**src/rtl/d_flip_flop_pkg.sv**
```systemverilog
// Shared datapath constants and types for the 3x3 convolution PE array.
package d_flip_flop_pkg;

  localparam int unsigned PIX_W  = 8;
  localparam int unsigned DATA_W = PIX_W + 1;
  localparam int unsigned COEF_W = 8;

  typedef logic        [DATA_W-1:0] data_t;
  typedef logic signed [COEF_W-1:0] coef_t;

  // Unsigned pixels enter the 9-bit datapath with a zero MSB.
  function automatic data_t zext_pixel(input logic [PIX_W-1:0] pix);
    return {1'b0, pix};
  endfunction

endpackage

```
**src/rtl/d_flip_flop_chain.sv**
```systemverilog
// N-stage delay line built from d_flip_flop; one shared enable keeps taps aligned.
module d_flip_flop_chain
  import d_flip_flop_pkg::*;
#(
  parameter int unsigned WIDTH  = DATA_W,
  parameter int unsigned STAGES = 2
) (
  input  logic                           clock_i,
  input  logic                           reset_i,
  input  logic                           en_i,
  input  logic [WIDTH-1:0]               data_i,
  output logic [STAGES-1:0][WIDTH-1:0]   taps_o
);

  if (STAGES < 1) begin : g_bad_stages
    $error("d_flip_flop_chain: STAGES must be at least 1");
  end

  // link[0] is the live input; link[i+1] is the output of stage i.
  logic [STAGES:0][WIDTH-1:0] link;

  // Feed the chain head from the external input.
  always_comb begin
    link[0] = data_i;
  end

  for (genvar i = 0; i < STAGES; i++) begin : g_stage
    d_flip_flop #(
      .WIDTH (WIDTH)
    ) u_stage (
      .clock_i (clock_i),
      .reset_i (reset_i),
      .en_i    (en_i),
      .data_i  (link[i]),
      .data_o  (link[i+1])
    );
  end

  // Tap k is the input delayed by k+1 enabled cycles.
  always_comb begin
    taps_o = link[STAGES:1];
  end

endmodule

```
**src/rtl/d_flip_flop.sv**
```systemverilog
// Enabled, synchronously reset register stage used as a pixel delay tap.
module d_flip_flop
  import d_flip_flop_pkg::*;
#(
  parameter int unsigned WIDTH = DATA_W
) (
  input  logic             clock_i,
  input  logic             reset_i,
  input  logic             en_i,
  input  logic [WIDTH-1:0] data_i,
  output logic [WIDTH-1:0] data_o
);

  if (WIDTH < 1) begin : g_bad_width
    $error("d_flip_flop: WIDTH must be at least 1");
  end

  // Reset wins over enable; with enable low the stage holds (stall).
  always_ff @(posedge clock_i) begin
    if (reset_i) begin
      data_o <= '0;
    end else if (en_i) begin
      data_o <= data_i;
    end
  end

endmodule

```
**config.mk**
```make
export PLATFORM = sky130hd
export DESIGN_NAME = d_flip_flop_chain
export DESIGN_NICKNAME = d
export VERILOG_FILES = /design/src/rtl/d_flip_flop_pkg.sv /design/src/rtl/d_flip_flop_chain.sv /design/src/rtl/d_flip_flop.sv
export SDC_FILE = /design/constraint.sdc
export NUM_CORES = 1
export LEC_CHECK = 0
export CORE_UTILIZATION = 44
export CTS_BUF_LIST = sky130_fd_sc_hd__clkbuf_4
export DETAILED_ROUTE_END_ITERATION = 10
export PLACE_DENSITY = 0.85
export SLEW_MARGIN = 40
export SYNTH_ARGS = -nofsm -noshare
export SYNTH_HDL_FRONTEND = slang
export SYNTH_SLANG_ARGS = --single-unit
```
**constraint.sdc**
```tcl
create_clock -name clock_i -period 2.42 [get_ports clock_i]
set_input_delay 0.605 -clock clock_i [delete_from_list [all_inputs] [get_ports clock_i]]
set_output_delay 0.605 -clock clock_i [all_outputs]
set_load 0.02 [all_outputs]
```
==> impl_summary.md <==
Run status
The run finished with clean final reports.

Setup path
Among cell families on the critical path, the largest total delay comes from buffers and inverters. Walking the worst path, the cells encountered are clkdlybuf4s50_1. The endpoint required time on the critical path is 1.81 ns. The type of destination of the critical path is a primary output. The reg-to-reg setup timing slack is 1.76 ns. The endpoint of the worst register-to-register path is g_stage[1].u_stage.data_o[6]. The startpoint identified for the worst register-to-register timing path is g_stage[0].u_stage.data_o[6].

The arrival time at the worst endpoint is 1.27 ns. The number of cell instances on the worst register-to-register path is 2. The number of buffers and inverters on the critical path is 1. The worst-path maximum fanout is 3. The cell with the largest stage delay on the worst path is sky130_fd_sc_hd__clkdlybuf4s50_1. The critical path startpoint category is a register. The critical path start-end classification is register to primary output.

The delay of the slowest critical-path stage is 0.62 ns.

Cells and area
The final instance area is 951 um2. Compared with the post-synthesis result, the final layout area differs by 46.4%. The top register by number of flip-flops is g_stage.u_stage.data_o. The final core utilization is 71.3%. Of the cells placed in the final design, the portion with a size suffix greater than 1 is roughly 4.5%. The number of antenna diodes in the final layout is 0.

In the final layout, the registers with the most flip-flops are g_stage.u_stage.data_o (18). At the end of the flow, the number of nets in the layout was 101. The layout has 109 filler cells. The multi-input combinational cell area is approximately 250 um2. The flip-flop count of the largest register after layout is 18. The sequential cell area is 360 um2.

Route
In the routed layout, each cell is associated on average with a via count of roughly 4.8. The violation count after the first detailed-routing iteration is 7. After detailed routing, the number of remaining DRC violations is 0. In the final routed layout, each cell accounts on average for 11.4 um. For this block, the routed nets add up to 1180 um of wire. The via count of the routed design is a little under 500. In this run the remaining antenna-violating nets after routing total 0. The first detailed-routing pass took 4 iterations.

STA
The transition time of the tightest slew-check pin is about 0.60 ns. The count of endpoints failing setup in the final report is 0. Setup repair after global routing left no endpoint under its margin. The highest attainable clock frequency is approximately 0.53 GHz. The setup TNS after final layout is 0 ns. The period utilization is 77.6%. Across the routed clock network, the largest skew measured is 0.000311 ns. The final period demand of the worst path is ~1.9 ns. The worst pin sits at a relative slew slack of 59.8%. The total count of max-transition violations in the final report came to 0. The final hold violation count was 0.

Clock tree
The clock net sink count is 18. The root buffer selected by CTS is sky130_fd_sc_hd__clkbuf_4. The depth of the CTS H-tree is 1.

The clock slew seen by the registers of the worst setup and hold paths is 0.10 ns. TritonCTS built the clock tree. The number of post-CTS setup repair buffers is 0. Buffers inserted during clock tree synthesis total 3. The count of hold buffers inserted by post-cts repair is 0. The clock latency of the later-clocked register in the worst-skew pair is 0.28 ns. The number of gates resized after cts is 0. The clock tree buffer depth is 2.

Die
From left edge to right edge, the die measures slightly above 40 um. The number of placed I/O pins is 30. The height of the die is 40.4 um. For this configuration, the core starts out at a cell density of between 40% and 50%. The number of placement rows is 13. The floorplan step defined a die boundary enclosing 0.00163 mm2. In this run the standard cell core region covers 0.00133 mm2.

Logic synthesis
After synthesis, the netlist uses 7 different library cells. The synthesized design devotes to its leading area cell type 55.5% of total area. The leading area contributor after synthesis is sky130_fd_sc_hd__dfxtp_1. For this run, the number of Yosys warnings is 0. Of the synthesized area, sequential elements account for 55.5%. Ranked by total cell area, the synthesized netlist is headed by sky130_fd_sc_hd__dfxtp_1 (55%), sky130_fd_sc_hd__mux2i_1 (28%), sky130_fd_sc_hd__nor2_1 (10%), sky130_fd_sc_hd__buf_12 (3.1%), sky130_fd_sc_hd__buf_6 (1.7%). The cell count after synthesis came out at 58. Counting every net in the synthesized netlist gives 70. After synthesis the netlist holds a flip-flop and latch count of 18. The average instance in the mapped netlist occupies about 11 um2. The mapped netlist covers 649 um2.

Place
Buffers placed on the I/O ports in this run total 29. The congestion estimate from routability-driven global placement came to 0.705. In this run the cell area measured after placement is 925 um2. The placed wire-length estimate is 811 um.

Min path
The class of the worst hold path is register to register. The worst hold path depth is 2. The worst hold path terminates at g_stage[1].u_stage.data_o[1]. The worst hold path begins at g_stage[1].u_stage.data_o[1].

GRT
The global-route congestion overflow total is 0. The wire length of the first global-routing pass is 1680 um. The number of antenna violations at the first check in global routing is 0. The number of global-route vias before repair is 410. The total global routing track utilization is around 16%. The pin count of the biggest net entering global routing is 19.

Pwr
The maximum vdd ir drop is between 300 and 400 uV. The power density normalized to cell area is 593 mW/mm2. Overall power consumption after layout is estimated at 0.000564 W.

The leakage power of the design is approximately 0.41 nW.

Run
The total of max-cap violations is 0.
-- layout make-up --
| cell class | instances | share of cell area (%) |
|---|---|---|
| tap | 15 | 1.97 |
| sequential | 18 | 37.9 |
| timing repair buffer | 30 | 31.3 |
| clock buffer | 3 | 2.37 |
| multi-input combinational | 36 | 26.1 |
| clock inverter | 1 | 0.395 |
-- how the worst max path moves through the flow --
stage	startpoint	end	slack, ns	depth (start not counted)
6_report	g_stage[0].u_stage.data_o[4]	taps_o[4]	0.54	1
3_5_place_dp	en_i	g_stage[0].u_stage.data_o[6]	0.63	4
4_1_cts	g_stage[0].u_stage.data_o[1]	taps_o[1]	0.53	1
5_1_grt	g_stage[0].u_stage.data_o[1]	taps_o[1]	0.48	1
2_1_floorplan	en_i	g_stage[1].u_stage.data_o[3]	1.21	4
3_3_place_gp	en_i	g_stage[0].u_stage.data_o[6]	0.66	4
-- cells by family (layout without fill, tap and decap cells) --
| group | after synthesis | in the layout | synth area share [%] |
|---|---|---|---|
| and+or+nand+nor | 18 | 18 | 10.4 |
| muxes | 18 | 18 | 27.7 |
| DFF | 18 | 18 | 55.5 |
| buffers and inverters | 4 | 34 | 6.36 |
-- where the power goes --
part / switching [W] / total [W] / leakage, nW / internal (W)
Sequential: 0.00000915 / 0.000319 / 0.147 / 0.000310
Combinational: 0.0000432 / 0.0000972 / 0.247 / 0.0000540
Clock: 0.0000876 / 0.000147 / 0.0154 / 0.0000598
-- layer usage --
layer	part of all wire, %	up-vias	global-route usage [%]
met5	0	-	0
met4	1.6	0	10.0
met3	3.1	2	5.00
met2	49	11	25.8
met1	46	228	18.5
li1	-	252	-
-- cell usage after synthesis (all sizes together) --
master  instances
dfxtp          18
buf             3
nor2           18
clkbuf          1
mux2i          18
-- cell usage in the layout, fill, tap and decap left out, drive strengths merged --
cell           instances
clkinv                 1
clkdlybuf4s50         29
nor2                  18
clkbuf                 3
dfxtp                 18
buf                    1
mux2i                 18
-- metrics by stage --
step                hold slack [ns]  std cells  setup WS, ns
floorplan                     0.583         58          1.21
global placement              0.475         99         0.656
detailed placement            0.484         99         0.630
CTS                           0.511        103         0.533
global route                  0.536        103         0.478
finish                        0.506        103         0.541
Note: power is estimated with default switching activity, not from simulation.
